===== config.mk =====
export PLATFORM = sky130hd
export DESIGN_NAME = i2c_master_bit_ctrl_flat
export DESIGN_NICKNAME = d
export VERILOG_FILES = /design/src/rtl/i2c_master_bit_ctrl_if.sv /design/src/rtl/i2c_master_bit_ctrl.sv /design/src/flat_wrapper.sv
export SDC_FILE = /design/constraint.sdc
export NUM_CORES = 1
export LEC_CHECK = 0
export CAP_MARGIN = 10
export CORE_MARGIN = 3
export CORE_UTILIZATION = 55
export CTS_CLUSTER_DIAMETER = 120
export DETAILED_ROUTE_END_ITERATION = 10
export PLACE_DENSITY_LB_ADDON = 0.05
export SLEW_MARGIN = 20
export SYNTH_ARGS = -nofsm -noshare
export SYNTH_HDL_FRONTEND = slang
export SYNTH_SLANG_ARGS = --single-unit

===== constraint.sdc =====
create_clock -name clock -period 4.05 [get_ports clock]
set_input_delay 0.405 -clock clock [delete_from_list [all_inputs] [get_ports clock]]
set_output_delay 0.405 -clock clock [all_outputs]
set_load 0.01 [all_outputs]

===== src/rtl/i2c_master_bit_ctrl_if.sv =====
// ----------------------------------------------------------------------------
// i2c_master_bit_ctrl_if
//
// Bundles the request handshake and the SCL/SDA bus signals of the I2C
// bit-level engine.
//
// Parameter:
//   DIV_WIDTH  width of the per-slot clock divider (must match the engine)
//
// Signals:
//   go        request strobe, sampled with command when idle or on finish
//   command   3-bit bit command (READ/START/STOP/DATA_0/DATA_1/ACK/NACK)
//   clk_div   slot length minus one, in clock cycles
//   scl_in    synchronised SCL bus level
//   sda_in    synchronised SDA bus level
//   scl       SCL drive (1 = release, 0 = pull low)
//   sda       SDA drive (1 = release, 0 = pull low)
//   busy      bit in progress
//   finish    one-cycle completion pulse
//   rx_bit    SDA level sampled during the last READ_BIT
//   arb_lost  one-cycle arbitration-loss pulse, coincident with finish
//
// Modports:
//   master  requester side (byte-level FSM plus pad synchronisers)
//   slave   the bit engine itself
// ----------------------------------------------------------------------------
interface i2c_master_bit_ctrl_if #(
  parameter int DIV_WIDTH = 16
);

  logic                 go;
  logic [2:0]           command;
  logic [DIV_WIDTH-1:0] clk_div;
  logic                 scl_in;
  logic                 sda_in;
  logic                 scl;
  logic                 sda;
  logic                 busy;
  logic                 finish;
  logic                 rx_bit;
  logic                 arb_lost;

  modport master (
    output go, command, clk_div, scl_in, sda_in,
    input  scl, sda, busy, finish, rx_bit, arb_lost
  );

  modport slave (
    input  go, command, clk_div, scl_in, sda_in,
    output scl, sda, busy, finish, rx_bit, arb_lost
  );

endinterface


===== src/rtl/i2c_master_bit_ctrl.sv =====
// ----------------------------------------------------------------------------
// i2c_master_bit_ctrl
//
// I2C master bit-level engine. Each accepted request produces exactly one
// START, STOP, data, ACK/NACK or read bit on the open-drain SCL/SDA drives.
// A bit is split into 8 slots of (clk_div+1) clock cycles each; the SCL/SDA
// drive levels are a fixed pattern per command and slot. The engine samples
// the slave's SDA for READ_BIT, detects multi-master arbitration loss and can
// optionally honour slave clock stretching.
//
// Parameter:
//   DIV_WIDTH  width of the per-slot clock divider
//
// Ports:
//   clock     system clock, rising edge
//   reset_n   asynchronous active-low reset
//   bus       i2c_master_bit_ctrl_if.slave (request handshake + bus signals)
//
// Optional feature (compile-time macro I2C_CLOCK_STRETCH_EN):
//   defined   - in slot 4 of every command except START the tick counter
//               holds at 0 while scl_in is low, so slot 4 lasts clk_div+1
//               cycles after SCL is first seen high (no timeout).
//   undefined - scl_in is ignored and timing is purely divider based.
// ----------------------------------------------------------------------------
module i2c_master_bit_ctrl #(
  parameter int DIV_WIDTH = 16
) (
  input  logic                  clock,
  input  logic                  reset_n,
  i2c_master_bit_ctrl_if.slave  bus
);

  typedef enum logic [2:0] {
    CMD_IDLE  = 3'b000,
    CMD_READ  = 3'b001,
    CMD_START = 3'b010,
    CMD_STOP  = 3'b011,
    CMD_DATA0 = 3'b100,
    CMD_DATA1 = 3'b101,
    CMD_ACK   = 3'b110,
    CMD_NACK  = 3'b111
  } cmd_e;

  typedef enum logic {
    ST_IDLE = 1'b0,
    ST_RUN  = 1'b1
  } state_e;

  localparam logic [DIV_WIDTH-1:0] TICK_ONE = {{(DIV_WIDTH-1){1'b0}}, 1'b1};

  // Drive pattern {scl, sda} for a command in a given slot. Slot 0 of the
  // non-START commands keeps SDA where it was while SCL goes low, so a data
  // change never happens with SCL high.
  function automatic logic [1:0] slot_drive(input cmd_e cmd, input logic [2:0] slot,
                                            input logic sda_hold);
    logic scl_v;
    logic sda_v;
    scl_v = 1'b1;
    sda_v = sda_hold;
    case (cmd)
      CMD_START: begin
        scl_v = 1'b1;
        sda_v = (slot < 3'd6);
      end
      CMD_STOP: begin
        scl_v = (slot >= 3'd4);
        sda_v = (slot == 3'd0) ? sda_hold : (slot >= 3'd6);
      end
      CMD_DATA0, CMD_ACK: begin
        scl_v = (slot >= 3'd4);
        sda_v = (slot == 3'd0) ? sda_hold : 1'b0;
      end
      CMD_DATA1, CMD_NACK, CMD_READ: begin
        scl_v = (slot >= 3'd4);
        sda_v = (slot == 3'd0) ? sda_hold : 1'b1;
      end
      default: begin
        scl_v = 1'b1;
        sda_v = sda_hold;
      end
    endcase
    return {scl_v, sda_v};
  endfunction

  state_e               state_q,  state_d;
  cmd_e                 cmd_q,    cmd_d;
  logic [DIV_WIDTH-1:0] div_q,    div_d;
  logic [2:0]           slot_q,   slot_d;
  logic [DIV_WIDTH-1:0] tick_q,   tick_d;
  logic                 scl_q,    scl_d;
  logic                 sda_q,    sda_d;
  logic                 busy_q,   busy_d;
  logic                 rx_bit_q, rx_bit_d;

  logic go_valid_s;
  logic stretch_hold_s;
  logic slot_end_s;
  logic arb_loss_s;
  logic bit_end_s;
  logic accept_s;
  logic finish_s;
  logic arb_lost_s;

  assign go_valid_s = bus.go && (bus.command != 3'b000);

`ifdef I2C_CLOCK_STRETCH_EN
  // A slave holding SCL low after we released it in slot 4 freezes the slot.
  assign stretch_hold_s = (state_q == ST_RUN) && (cmd_q != CMD_START) &&
                          (slot_q == 3'd4) && !bus.scl_in;
`else
  assign stretch_hold_s = 1'b0;
  logic unused_scl_in_s;
  assign unused_scl_in_s = bus.scl_in;
`endif

  // Final tick of the current slot; a stretched slot never ends.
  assign slot_end_s = (state_q == ST_RUN) && (tick_q == div_q) && !stretch_hold_s;

  // Another master won if we released SDA but the bus reads low. READ_BIT is
  // excluded because a low SDA there is the slave's data, not a competitor.
  assign arb_loss_s = slot_end_s && (cmd_q != CMD_READ) &&
                      ((slot_q == 3'd5) || (slot_q == 3'd7)) &&
                      sda_q && !bus.sda_in;

  assign bit_end_s = slot_end_s && (slot_q == 3'd7);

  // A new request is taken when idle or back-to-back on a normal completion;
  // go is deliberately ignored in an arbitration-loss cycle.
  assign accept_s = go_valid_s && ((state_q == ST_IDLE) || (bit_end_s && !arb_loss_s));

  // Next-state and next-output logic for the slot/tick sequencer.
  always_comb begin
    state_d    = state_q;
    cmd_d      = cmd_q;
    div_d      = div_q;
    slot_d     = slot_q;
    tick_d     = tick_q;
    scl_d      = scl_q;
    sda_d      = sda_q;
    rx_bit_d   = rx_bit_q;
    finish_s   = 1'b0;
    arb_lost_s = 1'b0;

    if ((state_q == ST_RUN) && slot_end_s && (cmd_q == CMD_READ) && (slot_q == 3'd5)) begin
      rx_bit_d = bus.sda_in;
    end else begin
      rx_bit_d = rx_bit_q;
    end

    if (accept_s) begin
      // Covers both the idle accept and the no-gap follow-on bit; the
      // finish pulse of the completing bit is still raised here.
      finish_s       = (state_q == ST_RUN);
      state_d        = ST_RUN;
      cmd_d          = cmd_e'(bus.command);
      div_d          = bus.clk_div;
      slot_d         = 3'd0;
      tick_d         = '0;
      {scl_d, sda_d} = slot_drive(cmd_e'(bus.command), 3'd0, sda_q);
    end else begin
      case (state_q)
        ST_IDLE: begin
          state_d = ST_IDLE;
        end
        ST_RUN: begin
          if (!slot_end_s) begin
            tick_d = stretch_hold_s ? '0 : (tick_q + TICK_ONE);
          end else if (arb_loss_s) begin
            finish_s   = 1'b1;
            arb_lost_s = 1'b1;
            state_d    = ST_IDLE;
            slot_d     = 3'd0;
            tick_d     = '0;
            scl_d      = 1'b1;
            sda_d      = 1'b1;
          end else if (slot_q == 3'd7) begin
            // Completion without a follow-on request: drives stay at the
            // slot 7 levels (SCL high) until the next bit begins.
            finish_s = 1'b1;
            state_d  = ST_IDLE;
            slot_d   = 3'd0;
            tick_d   = '0;
          end else begin
            slot_d         = slot_q + 3'd1;
            tick_d         = '0;
            {scl_d, sda_d} = slot_drive(cmd_q, slot_q + 3'd1, sda_q);
          end
        end
        default: begin
          state_d = ST_IDLE;
        end
      endcase
    end

    busy_d = (state_d == ST_RUN);
  end

  // State, counters and registered bus drives.
  always_ff @(posedge clock or negedge reset_n) begin
    if (!reset_n) begin
      state_q  <= ST_IDLE;
      cmd_q    <= CMD_IDLE;
      div_q    <= '0;
      slot_q   <= 3'd0;
      tick_q   <= '0;
      scl_q    <= 1'b1;
      sda_q    <= 1'b1;
      busy_q   <= 1'b0;
      rx_bit_q <= 1'b0;
    end else begin
      state_q  <= state_d;
      cmd_q    <= cmd_d;
      div_q    <= div_d;
      slot_q   <= slot_d;
      tick_q   <= tick_d;
      scl_q    <= scl_d;
      sda_q    <= sda_d;
      busy_q   <= busy_d;
      rx_bit_q <= rx_bit_d;
    end
  end

  assign bus.scl      = scl_q;
  assign bus.sda      = sda_q;
  assign bus.busy     = busy_q;
  assign bus.rx_bit   = rx_bit_q;
  // finish and arb_lost must be visible in the very cycle the loss or final
  // tick is observed, so they are decoded from the registered sequencer state.
  assign bus.finish   = finish_s;
  assign bus.arb_lost = arb_lost_s;

endmodule


===== src/flat_wrapper.sv =====
// flat-port wrapper written by rule: the top's interface ports become plain ports
module i2c_master_bit_ctrl_flat 
#(
  parameter int DIV_WIDTH = 16
)
  (clock, reset_n, bus_go, bus_command, bus_clk_div, bus_scl_in, bus_sda_in, bus_scl, bus_sda, bus_busy, bus_finish, bus_rx_bit, bus_arb_lost);
  i2c_master_bit_ctrl_if #(.DIV_WIDTH(DIV_WIDTH)) bus_i ();
  input  logic clock;
  input  logic reset_n;
  input wire logic [$bits(bus_i.go)-1:0] bus_go;
  input wire logic [$bits(bus_i.command)-1:0] bus_command;
  input wire logic [$bits(bus_i.clk_div)-1:0] bus_clk_div;
  input wire logic [$bits(bus_i.scl_in)-1:0] bus_scl_in;
  input wire logic [$bits(bus_i.sda_in)-1:0] bus_sda_in;
  output wire logic [$bits(bus_i.scl)-1:0] bus_scl;
  output wire logic [$bits(bus_i.sda)-1:0] bus_sda;
  output wire logic [$bits(bus_i.busy)-1:0] bus_busy;
  output wire logic [$bits(bus_i.finish)-1:0] bus_finish;
  output wire logic [$bits(bus_i.rx_bit)-1:0] bus_rx_bit;
  output wire logic [$bits(bus_i.arb_lost)-1:0] bus_arb_lost;
  assign bus_i.go = bus_go;
  assign bus_i.command = bus_command;
  assign bus_i.clk_div = bus_clk_div;
  assign bus_i.scl_in = bus_scl_in;
  assign bus_i.sda_in = bus_sda_in;
  assign bus_scl = bus_i.scl;
  assign bus_sda = bus_i.sda;
  assign bus_busy = bus_i.busy;
  assign bus_finish = bus_i.finish;
  assign bus_rx_bit = bus_i.rx_bit;
  assign bus_arb_lost = bus_i.arb_lost;
  i2c_master_bit_ctrl #(.DIV_WIDTH(DIV_WIDTH)) u_core (.clock(clock), .reset_n(reset_n), .bus(bus_i));
endmodule

* Yosys cells after proc, flatten, opt, wreduce, memory -nomap -nowiden
Cells that the tools add are included.
** Word-level totals
- Bits in registers :: 42
- Bits of input ports :: 24
- Output and inout port bits :: 6
- Logic and storage cells :: 104
** Operators by class
- Add/subtract/negate cells :: 2
- $lt $le $gt $ge :: 3
- Equality and inequality tests :: 23
- Muxes and demuxes :: 39
- Bitwise gates (word level) :: 1
- Reduce and logical (&&, ||, !) cells :: 28
** Operators by type and width (number)
- $mux W16 :: 3
- $eq A3 B3 Y1 const B :: 10
- $mux W1 :: 29
- $add A16 B1 Y16 const B :: 1
- $eq A16 B16 Y1 :: 1
- $mux W3 :: 5
- $eq A3 B2 Y1 const B :: 4
- $logic_and A1 B1 Y1 :: 12
- $ne A4 B2 Y1 const B :: 3
- $reduce_or A6 Y1 :: 2
- $reduce_and A8 Y1 :: 1
- $eq A3 B1 Y1 const B :: 2
- $ge A3 B3 Y1 const B :: 2
- $ne A3 B1 Y1 const B :: 2
- $reduce_bool A6 Y1 :: 1
- $pmux W1 S4 :: 1
- $reduce_bool A2 Y1 :: 2
- $add A3 B1 Y3 const B :: 1
- $logic_not A3 Y1 :: 1
- $lt A3 B3 Y1 const B :: 1
- $reduce_and A3 Y1 :: 1
- $reduce_bool A3 Y1 :: 1
- $reduce_or A3 Y1 :: 1
- $logic_not A1 Y1 :: 2
- other kinds (6) :: 7

* Logic depth before layout (Yosys ltp)
Gate-level depths: netlist of run 1.
- Depth after elaboration :: 12
- Mapped depth :: 9
- Mapped depth without buffers :: 8

* Worst setup path after synthesis of run 1
No wires, ideal clock.
- Path kind :: reg-to-reg
- Start :: register u_core.tick_q[9]
- End :: register u_core.div_q[10]
- Library setup time :: 0.125 ns
- Data arrival time :: 1.970 ns
- Data required time :: 3.925 ns
- Setup slack :: 1.955 ns
- Cell stages (with the launch flop) :: 10
- Path buffers :: 3
- Period minus slack after synthesis :: 2.095 ns
- Cells stage by stage :: dfrtp_1 -> buf_6 -> xnor2_1 -> nand4_1 -> nor4_4 -> nand4_2 -> a21o_1 -> buf_6 -> buf_12 -> mux2_4
** Between the ends
- Longest elaborated chain between the ends :: 10
- Elaborated cells on any way between the ends :: 11
- Those cells by class :: eq/ne: 1; reduce/logical: 10
** Ends and longest elaborated chain
- start: declaration :: line i2c_master_bit_ctrl.sv:89 : logic [DIV_WIDTH-1:0] tick_q, tick_d;
- start signal: assignment :: line i2c_master_bit_ctrl.sv:215 : tick_q <= tick_d;
- $eq A16 B16 Y1 * :: line i2c_master_bit_ctrl.sv:117 : assign slot_end_s = (state_q == ST_RUN) && (tick_q == div_q) && !stretch_hold_s;
- $logic_and A1 B1 Y1 * :: line i2c_master_bit_ctrl.sv:117
- $logic_and A1 B1 Y1 (2 in a row) :: line i2c_master_bit_ctrl.sv:121 : assign arb_loss_s = slot_end_s && (cmd_q != CMD_READ) &&
- $logic_and A1 B1 Y1 :: line i2c_master_bit_ctrl.sv:122 : ((slot_q == 3'd5) || (slot_q == 3'd7)) &&
- $logic_and A1 B1 Y1 :: line i2c_master_bit_ctrl.sv:123 : sda_q && !bus.sda_in;
- $logic_not A1 Y1 :: line i2c_master_bit_ctrl.sv:129 : assign accept_s = go_valid_s && ((state_q == ST_IDLE) || (bit_end_s && !arb_loss_s));
- $logic_and A1 B1 Y1 * :: line i2c_master_bit_ctrl.sv:129
- $logic_or A1 B1 Y1 * :: line i2c_master_bit_ctrl.sv:129
- $logic_and A1 B1 Y1 * :: line i2c_master_bit_ctrl.sv:129
- end signal: assignment :: line i2c_master_bit_ctrl.sv:213 : div_q <= div_d;
- end: declaration :: line i2c_master_bit_ctrl.sv:87 : logic [DIV_WIDTH-1:0] div_q, div_d;
Every way passes the cells marked *; elsewhere a longest branch is shown, timed or not.
A chain may end at the register's enable or synchronous reset.

* Worst setup path in the final report of run 1
- Start :: register u_core.tick_q[9]
- End :: output bus_finish
** Between the ends
- Longest elaborated chain between the ends :: 11
- Elaborated cells on any way between the ends :: 15
- Those cells by class :: eq/ne: 1; mux: 4; reduce/logical: 10
** Ends and longest elaborated chain
- $eq A16 B16 Y1 * :: line i2c_master_bit_ctrl.sv:117
- $logic_and A1 B1 Y1 * :: line i2c_master_bit_ctrl.sv:117
- branches (longest 8 deep; another with $logic_and A1 B1 Y1)
- $mux W1 * :: line i2c_master_bit_ctrl.sv:150 : if (accept_s) begin
- end: declaration :: line flat_wrapper.sv:18 : output wire logic [$bits(bus_i.finish)-1:0] bus_finish;
Every way passes the cells marked *.

==> reports/metrics.csv, run 1 <==
stage,metric,value,unit
detailed_routing,post-route-drc-count,0,
global_routing,grt_util_all_layers,18.96,%
critical_path,path_cells,xnor2_1 > nand4_1 > nor4_4 > nand3_1 > nor2_1 > clkdlybuf4s50_1,
detailed_routing,drt-initial-drc-count,153,
yosys,ys.flop_type,sky130_fd_sc_hd__dfrtp_1,
layout,drive_gt1_share,13.89,%
yosys,synth_compound_area_share,15.21,%
clock_tree,post_cts_resized,0,
critical_path,critPathMaxFanout,14,
timing,post-route-period-util,75.83,%
global_routing,grt_remaining_overflow,0,
timing,fmax,325.6,MHz
detailed_routing,routed_wl,4.545,mm
floorplan,die_area,5115,um^2
global_routing,grt_first_pass_wirelength,7.562,mm
timing,slew-limit-headroom,39.38,%
yosys,synth_xor_area_share,8.161,%
clock_tree,tritoncts,built,
yosys,synth_area_per_cell,10.49,um^2
clock_tree,numCtsBuffers,5,
clock_tree,cts_num_sinks,42,
timing,timing.hold.ws,235.4,ps
layout,syn2layout_area_growth,16.48,%
yosys,synth.net_count,255,
layout,most_used_cells_in_the_layout_excluding_fill_and_tap_cells,"40 x sky130_fd_sc_hd__dfrtp_1, 27 x sky130_fd_sc_hd__clkdlybuf4s50_1, 20 x sky130_fd_sc_hd__nor2_1",
floorplan,initial_utilization,58.19,%
detailed_routing,routed-via-count,1713,
layout,n_fill_cell,309,
clock_tree,ctsLongestPathBuffers,2,
timing,period_minus_slack,3071,ps
critical_path,cpPeakStageDelay,560,ps
yosys,synth_fa_ha_area_share,3.180,%
worst_hold_path,hold_path.class,in2async,
global_routing,via_count_of_the_first_global_routing_pass,1570,
placement,gp_congestion,0.9037,
critical_path,critical_path.startpoint_type,register,
detailed_routing,drtPass1Iterations,4,
critical_path,timing.critical_path.required,3640,ps
power,power.share.combinational,22.8,%
yosys,main_combinational_cell_family_by_area_after_synthesis,simple AND/OR/NAND/NOR gates,
yosys,yosysWarnings,0,
critical_path,critical_path_class,reg2out,
timing,worst_slack,979.1,ps
critical_path,cp_slowest_cell,sky130_fd_sc_hd__clkdlybuf4s50_1,
layout,antennaDiodeCount,0,
layout,final_util,67.78,%
power,seq_power_share,49.2,%
timing,report.final.hold_viol_count,0,
detailed_routing,detail_route.vias_per_cell,5.672,
placement,pre_cts_ws,1228,ps
timing,setup_viol_count_final,0,
yosys,synthCells,225,
clock_tree,clockRootBuffer,sky130_fd_sc_hd__clkbuf_8,
layout,fin_nets,281,
critical_path,critPathBufInv,1,
floorplan,floorplan.die.height,71.52,um
timing,unrepaired_setup_endpoints_after_global_routing,false,
yosys,async_reset_ff_share,100.0,%
yosys,seq_area_frac_synth,44.62,%
critical_path,critPathArrivalTime,2670,ps
power,clock_power_share,28.1,%
timing,timing.final.max_slew_violations,0,
clock_tree,clk-insertion-delay-late,300,ps
clock_tree,clk_transition_reported_paths,80,ps
run_status,run_status,"finished, final reports clean",
floorplan,num_rows,23,
yosys,synth.ff_latch_count,42,
yosys,yosys-mux-area-fraction,9.698,%
global_routing,maximum_number_of_pins_on_one_net_before_global_route_repair,43,
clock_tree,holdBufCountCts,0,
critical_path,worst_path_dominant_cell_family,simple AND/OR/NAND/NOR gates,
layout,multi_input_comb_area,1216,um^2
floorplan,core,4058,um^2
layout,final_common_cell,sky130_fd_sc_hd__dfrtp_1,
yosys,synth_enable_flop_cells,0,
floorplan,pin_count,30,
yosys,synthDistinctLibCells,40,
timing,worstMarginPinSlew,909.3,ps
placement,post-dp-hpwl,3.225,mm
timing,finalClockSkew,9.901,ps
global_routing,number_of_antenna_violations_at_the_first_check_in_global_routing,0,
power,power_per_cell_area,442.9,nW/um^2
timing,setup_total_negative_slack,0,ps
yosys,area_fraction_in_and_or_nand_and_nor_cells_after_synthesis,15.26,%
power,cell_internal_pwr,0.0008624,W
power,p_switching,0.0003558,W
detailed_routing,final_antenna_net_count,0,
floorplan,dieWidth,71.52,um
critical_path,worstSetupEndpointType,primary output,
detailed_routing,post_drt_wl_per_cell,15.05,um
yosys,mappedNetlistArea,2361,um^2
placement,port_buffers,28,
job,max_cap_violations,0,
clock_tree,cts_post_setup_buffers_inserted,0,
power,vdd_ir_drop_max,0.0003164,V
power,cellLeakagePower,1.211,nW
clock_tree,htreeDepth,2,
power,p_sw_share,29.21,%
layout,final-seq-area,1054,um^2
==> state kept, by name, summed over array words and instances, names as in the netlist <==
name               cells
u_core.bus.rx_bit      1
u_core.bus.scl         1
u_core.bus.sda         1
u_core.cmd_q           3
u_core.div_q          16
u_core.slot_q          3
u_core.state_q         1
u_core.tick_q         16
==> Yosys cell counts, types with 6 or more instances <==
master	number	share of area, %
sky130_fd_sc_hd__xor2_1	8	3.0
sky130_fd_sc_hd__ha_1	6	3.2
sky130_fd_sc_hd__a22o_1	13	4.8
sky130_fd_sc_hd__nand2_1	15	2.4
sky130_fd_sc_hd__mux2_4	7	4.5
sky130_fd_sc_hd__clkbuf_1	6	0.95
sky130_fd_sc_hd__a21oi_1	13	2.8
sky130_fd_sc_hd__nand3_1	10	2.1
sky130_fd_sc_hd__xnor2_1	14	5.2
sky130_fd_sc_hd__a31oi_1	7	1.9
sky130_fd_sc_hd__nor2_1	20	3.2
sky130_fd_sc_hd__mux2_2	11	5.2
sky130_fd_sc_hd__dfrtp_1	40	42
sky130_fd_sc_hd__o21ai_0	8	1.7
==> power by group through the flow <==
stage          logic, W  clock network [W]  registers (W)
6_report       0.000277           0.000342       0.000599
2_1_floorplan  0.000221                  0       0.000576
5_1_grt        0.000308           0.000365       0.000615
4_1_cts        0.000279           0.000353       0.000598
3_5_place_dp   0.000277                  0       0.000607
3_3_place_gp   0.000271                  0       0.000604
==> metal layers <==
layer	share of wire (%)	track usage (%)
met5	0	0
met4	1.3	5.846
met3	4.7	4.909
met2	42	25.10
met1	52	29.94
==> cells by family after synthesis <==
group / count (synthesis)
fa+ha+maj: 6
mux: 18
compound gates: 53
flops: 42
buf+inv: 15
simple gates: 69
xor+xnor: 22
==> through the flow <==
stage          total power, W  cells  cell area [um^2]
5_1_grt              0.001289    302              2750
2_1_floorplan       0.0007971    225              2361
6_report             0.001218    302              2750
3_5_place_dp        0.0008838    294              2634
4_1_cts              0.001231    302              2750
3_3_place_gp        0.0008750    294              2634
==> worst register-to-register path: stages, from the launching register on <==
cell and delay, ps:
sky130_fd_sc_hd__dfstp_2 560, sky130_fd_sc_hd__nand4b_1 150, sky130_fd_sc_hd__or2_2 370, sky130_fd_sc_hd__nand4_2 130, sky130_fd_sc_hd__a21o_1 720, sky130_fd_sc_hd__mux2_2 420
==> worst paths after layout <==
path                                   from               end  slack [ps]  cells past startpoint
max                        u_core.tick_q[9]        bus_finish         980                      6
min                                 reset_n  u_core.tick_q[8]         240                      1
max reg2reg                  u_core.bus.sda   u_core.div_q[7]        1600                      5
min reg2reg                  u_core.bus.scl    u_core.bus.scl         520                      2
max in group asynchronous           reset_n   u_core.div_q[5]        3250                      1
min in group clock           u_core.bus.scl    u_core.bus.scl         520                      2
==> final cells by class <==
cell class | instances | share of cell area, %
Multi-Input combinational cell | 168 | 44.22
Clock buffer | 7 | 3.139
Timing Repair Buffer | 29 | 10.28
Sequential cell | 42 | 38.31
Tap cell | 50 | 2.275
Clock inverter | 1 | 1.092
Inverter | 5 | 0.6824
Note: power is estimated with default switching activity, not from simulation.
==> inputs of run 2 (changes only) <==
==> constraint.sdc (replaced) <==
create_clock -name clock -period 3 [get_ports clock]
set_input_delay 0.3 -clock clock [delete_from_list [all_inputs] [get_ports clock]]
set_output_delay 0.3 -clock clock [all_outputs]
set_load 0.01 [all_outputs]
==> reports/metrics.csv, run 2 (synthesized netlist as in run 1, its figures left out) <==
stage,metric,value,unit
layout,final_common_cell,sky130_fd_sc_hd__dfrtp_1,
critical_path,reg2reg_slack,740,ps
floorplan,dieWidth,71.52,um
clock_tree,numCtsBuffers,5,
timing,finalClockSkew,12.85,ps
detailed_routing,final_antenna_net_count,0,
floorplan,die_area,5115,um^2
timing,timing.final.max_slew_violations,0,
critical_path,startpoint,u_core.tick_q[9],
clock_tree,ctsLongestPathBuffers,2,
run_status,run_status,"finished, final reports clean",
floorplan,pin_count,30,
floorplan,initial_utilization,58.19,%
global_routing,maximum_number_of_pins_on_one_net_before_global_route_repair,43,
clock_tree,cts_num_sinks,42,
critical_path,critPathMaxFanout,7,
detailed_routing,detail_route.vias_per_cell,5.716,
detailed_routing,drt-initial-drc-count,135,
layout,antennaDiodeCount,0,
timing,setup_total_negative_slack,0,ps
layout,n_fill_cell,313,
timing,period_minus_slack,2628,ps
global_routing,grt_remaining_overflow,0,
global_routing,grt_first_pass_wirelength,7.879,mm
timing,slew-limit-headroom,38.33,%
layout,final_util,68.18,%
layout,final-seq-area,1054,um^2
layout,layout.cell_area.non_filler,2766,um^2
timing,timing.hold.ws,136.5,ps
clock_tree,clk-insertion-delay-late,300,ps
timing,setup_viol_count_final,0,
layout,drive_gt1_share,15.63,%
critical_path,path_cells,xnor2_1 > nand4_1 > nor4_4 > nand3_1 > nor2_1 > clkdlybuf4s50_1,
clock_tree,post_cts_resized,0,
timing,worstMarginPinSlew,925.1,ps
layout,fin_cells,306,
floorplan,num_rows,23,
power,vdd_ir_drop_max,0.0003527,V
floorplan,floorplan.die.height,71.52,um
detailed_routing,post_drt_wl_per_cell,15.07,um
critical_path,critical_path_class,reg2out,
placement,dpl.cell_count,298,
timing,unrepaired_setup_endpoints_after_global_routing,false,
critical_path,rr_worst_depth,7,
timing,post-route-period-util,87.60,%
critical_path,worstSetupEndpointType,primary output,
layout,most_used_cells_in_the_layout_excluding_fill_and_tap_cells,"40 x sky130_fd_sc_hd__dfrtp_1, 27 x sky130_fd_sc_hd__clkdlybuf4s50_1, 20 x sky130_fd_sc_hd__nor2_1",
power,cellLeakagePower,1.221,nW
clock_tree,clockRootBuffer,sky130_fd_sc_hd__clkbuf_8,
critical_path,cpPeakStageDelay,550,ps
layout,fin_nets,285,
global_routing,via_count_of_the_first_global_routing_pass,1636,
global_routing,number_of_antenna_violations_at_the_first_check_in_global_routing,0,
floorplan,core,4058,um^2
detailed_routing,routed_wl,4.610,mm
clock_tree,cts_post_setup_buffers_inserted,0,
layout,largestRegisters,"u_core.div_q x16, u_core.tick_q x16",
worst_hold_path,hold_path.class,in2async,
critical_path,cp_slowest_cell,sky130_fd_sc_hd__clkdlybuf4s50_1,
detailed_routing,post-route-drc-count,0,
power,power_per_cell_area,563.2,nW/um^2
job,max_cap_violations,0,
placement,port_buffers,28,
placement,post-dp-hpwl,3.305,mm
critical_path,r2r-end,u_core.div_q[8],
clock_tree,holdBufCountCts,0,
critical_path,critical_path.startpoint_type,register,
critical_path,timing.critical_path.required,2700,ps
placement,total_cell_area_at_the_placement_stage,2676,um^2
clock_tree,htreeDepth,2,
timing,fmax,380.5,MHz
placement,gp_congestion,0.8562,
critical_path,worst_r2r_start,u_core.tick_q[9],
detailed_routing,drtPass1Iterations,4,
critical_path,critPathArrivalTime,2330,ps
global_routing,grt_util_all_layers,19.76,%
timing,report.final.hold_viol_count,0,
layout,syn2layout_area_growth,17.17,%
layout,multi_input_comb_area,1216,um^2
detailed_routing,routed-via-count,1749,
clock_tree,clk_transition_reported_paths,90,ps
clock_tree,tritoncts,built,
[run 2: worst max path at each step]
stage / endpoint / slack, ps / cells after the start
2_1_floorplan: u_core.div_q[10] / 900 / 9
3_3_place_gp: u_core.div_q[5] / 630 / 7
3_5_place_dp: u_core.div_q[15] / 640 / 7
4_1_cts: bus_arb_lost / 340 / 6
5_1_grt: bus_arb_lost / 140 / 6
6_report: bus_arb_lost / 370 / 6
[run 2: layout make-up]
type	instances	area share [%]
Tap cell	50	2.261
Clock inverter	3	0.7689
Sequential cell	42	38.08
Clock buffer	5	2.488
Inverter	5	0.6784
Multi-Input combinational cell	168	43.96
Timing Repair Buffer	33	11.76
[run 2: where the power goes]
group          internal (W)  switching [W]  leakage [nW]
Sequential         0.000671       0.000142         0.520
Combinational      0.000225       0.000153         0.657
Clock              0.000164       0.000203        0.0441
Total               0.00106       0.000498          1.22
[run 2: layer usage]
| layer | part of all wire, % | GRT usage [%] | up-vias |
|---|---|---|---|
| met5 | 0 | 0 | - |
| met4 | 1.1 | 5.010 | 0 |
| met3 | 4.8 | 4.909 | 6 |
| met2 | 42 | 27.96 | 41 |
| met1 | 52 | 30.23 | 832 |
| li1 | - | - | 870 |
[run 2: critical path, delay by kind of cell, from the launching register on]
kind	cells	cell delay, ps
simple gates	4	850
xor+xnor	1	170
flops	1	470
buf+inv	1	550
[run 2: stage by stage]
step | worst slack (ps) | total power (W)
floorplan | 904.6 | 0.001076
global placement | 630.3 | 0.001185
detailed placement | 643.7 | 0.001201
CTS | 336.4 | 0.001573
global route | 140.2 | 0.001663
finish | 372.0 | 0.001558
==> inputs of run 3 (changes only) <==
--- a/config.mk
+++ b/config.mk
@@ -5,13 +5,12 @@
 export SDC_FILE = /design/constraint.sdc
 export NUM_CORES = 1
 export LEC_CHECK = 0
-export CAP_MARGIN = 10
+export CAP_MARGIN = 20
 export CORE_MARGIN = 3
 export CORE_UTILIZATION = 55
 export CTS_CLUSTER_DIAMETER = 120
 export DETAILED_ROUTE_END_ITERATION = 10
 export PLACE_DENSITY_LB_ADDON = 0.05
-export SLEW_MARGIN = 20
 export SYNTH_ARGS = -nofsm -noshare
 export SYNTH_HDL_FRONTEND = slang
 export SYNTH_SLANG_ARGS = --single-unit
==> constraint.sdc (replaced) <==
create_clock -name clock -period 2.62 [get_ports clock]
set_input_delay 0.262 -clock clock [delete_from_list [all_inputs] [get_ports clock]]
set_output_delay 0.262 -clock clock [all_outputs]
set_load 0.01 [all_outputs]
==> reports/metrics.csv, run 3 (synthesized netlist as in run 1, its figures left out) <==
stage,metric,value,unit
floorplan,num_rows,23,
detailed_routing,drtPass1Iterations,4,
timing,setup_total_negative_slack,0,ps
layout,layout.cell_area.non_filler,2838,um^2
floorplan,initial_utilization,58.19,%
clock_tree,numCtsBuffers,5,
timing,report.final.hold_viol_count,0,
placement,total_cell_area_at_the_placement_stage,2699,um^2
detailed_routing,routed-via-count,1760,
timing,slew-limit-headroom,38.40,%
critical_path,critical_path_class,reg2out,
layout,final-seq-area,1057,um^2
global_routing,number_of_antenna_violations_at_the_first_check_in_global_routing,0,
detailed_routing,final_antenna_net_count,0,
global_routing,via_count_of_the_first_global_routing_pass,1669,
clock_tree,clk_transition_reported_paths,90,ps
floorplan,floorplan.die.height,71.52,um
floorplan,dieWidth,71.52,um
placement,pre_cts_ws,334.4,ps
critical_path,cpPeakStageDelay,540,ps
run_status,run_status,"finished, final reports clean",
critical_path,rr_worst_depth,8,
layout,multi_input_comb_area,1227,um^2
layout,most_used_cells_in_the_layout_excluding_fill_and_tap_cells,"37 x sky130_fd_sc_hd__dfrtp_1, 26 x sky130_fd_sc_hd__clkdlybuf4s50_1, 20 x sky130_fd_sc_hd__nor2_1",
power,p_switching,0.0005786,W
timing,setup_viol_count_final,0,
timing,timing.final.max_slew_violations,0,
worst_hold_path,hold_path.class,in2async,
layout,drive_gt1_share,18.46,%
layout,largestRegisters,"u_core.div_q x16, u_core.tick_q x16",
clock_tree,htreeDepth,2,
critical_path,timing.critical_path.required,2360,ps
critical_path,reg2reg_slack,340,ps
floorplan,pin_count,30,
power,post-layout-total-power,0.001896,W
power,vdd_ir_drop_max,0.0003828,V
floorplan,die_area,5115,um^2
layout,antennaDiodeCount,0,
power,cell_internal_pwr,0.001318,W
timing,period_minus_slack,2491,ps
power,power_per_cell_area,668.3,nW/um^2
critical_path,critPathMaxFanout,5,
job,max_cap_violations,0,
power,cellLeakagePower,1.268,nW
layout,final_util,69.94,%
power,power.share.combinational,23.7,%
clock_tree,clockRootBuffer,sky130_fd_sc_hd__clkbuf_8,
critical_path,critical_path.startpoint_type,register,
layout,n_fill_cell,334,
critical_path,critPathArrivalTime,2230,ps
global_routing,grt_remaining_overflow,0,
global_routing,maximum_number_of_pins_on_one_net_before_global_route_repair,43,
clock_tree,tritoncts,built,
placement,gp_congestion,0.9048,
detailed_routing,routed_wl,4.671,mm
critical_path,worstSetupEndpointType,primary output,
layout,final_common_cell,sky130_fd_sc_hd__dfrtp_1,
power,clock_power_share,27.4,%
global_routing,grt_util_all_layers,20.28,%
power,p_sw_share,30.51,%
clock_tree,ctsLongestPathBuffers,2,
placement,port_buffers,28,
placement,post-dp-hpwl,3.380,mm
timing,post-route-period-util,95.09,%
detailed_routing,post-route-drc-count,0,
critical_path,cp_slowest_cell,sky130_fd_sc_hd__clkdlybuf4s50_1,
global_routing,grt_first_pass_wirelength,8.059,mm
layout,syn2layout_area_growth,20.19,%
timing,worst_slack,128.7,ps
clock_tree,clk-insertion-delay-late,300,ps
floorplan,core,4058,um^2
timing,worstMarginPinSlew,924.0,ps
timing,finalClockSkew,9.793,ps
clock_tree,cts_num_sinks,42,
detailed_routing,drt-initial-drc-count,119,
detailed_routing,detail_route.vias_per_cell,5.677,
timing,fmax,401.4,MHz
critical_path,path_cells,xnor2_1 > nand4_1 > nor4_4 > nand3_2 > nor2_1 > clkdlybuf4s50_1,
layout,fin_nets,289,
detailed_routing,post_drt_wl_per_cell,15.07,um
power,seq_power_share,48.9,%
run 3: changes by cell type in the layout (fill, tap and decap cells not counted), sizes merged:
cell	delta
buf	+4
clkinv	-2
bufinv	+1
clkdlybuf4s50	-1
clkinvlp	+1
dlymetal6s2s	+1
run 3: area by class of cell:
class	instances	area share (%)
Tap cell	50	2.205
Timing Repair Buffer	37	12.61
Sequential cell	42	37.26
Clock buffer	5	2.425
Multi-Input combinational cell	168	43.25
Clock inverter	3	1.587
Inverter	5	0.6614
run 3: what timing repair did:
item | in CTS | in global routing
setup endpoints to repair | 0 | 2
buffers inserted | 0 | 1
hold buffers | 0 | 0
gates resized for setup | 0 | 6
run 3: per-stage QoR:
stage                     instances  hold WS, ps
after global placement          301        457.8
after floorplan                 225       -33.59
after global routing            310        149.3
after detailed placement        301        453.7
after CTS                       309        124.0
final                           310        93.95
run 3: worst max-delay path: cells and delay by family (launching register included):
family / cells / cell delay, ps
buffers and inverters: 1 / 540
and+or+nand+nor: 4 / 780
xor gates and xnor gates: 1 / 160
DFF: 1 / 450
run 3: worst paths after layout:
path | start | to
worst max-delay path | u_core.tick_q[0] | bus_arb_lost
worst min register to register | u_core.bus.sda | u_core.bus.sda
max in group asynchronous | reset_n | u_core.tick_q[5]
min in group clock | u_core.bus.sda | u_core.bus.sda
worst min-delay path | reset_n | u_core.bus.rx_bit
worst max register to register | u_core.tick_q[0] | u_core.div_q[8]
run 3: power groups by stage:
stage | clock network, W | logic [W] | registers [W]
6_report | 0.000520 | 0.000449 | 0.000927
5_1_grt | 0.000559 | 0.000498 | 0.000952
4_1_cts | 0.000531 | 0.000446 | 0.000923
3_5_place_dp | 0 | 0.000444 | 0.000934
3_3_place_gp | 0 | 0.000429 | 0.000931
2_1_floorplan | 0 | 0.000342 | 0.000890
run 3: per-layer routing:
layer,track usage (%),wire length (um)
met1,30.31,2372
met2,28.98,1991
met3,4.628,238
met4,6.889,69
met5,0,0
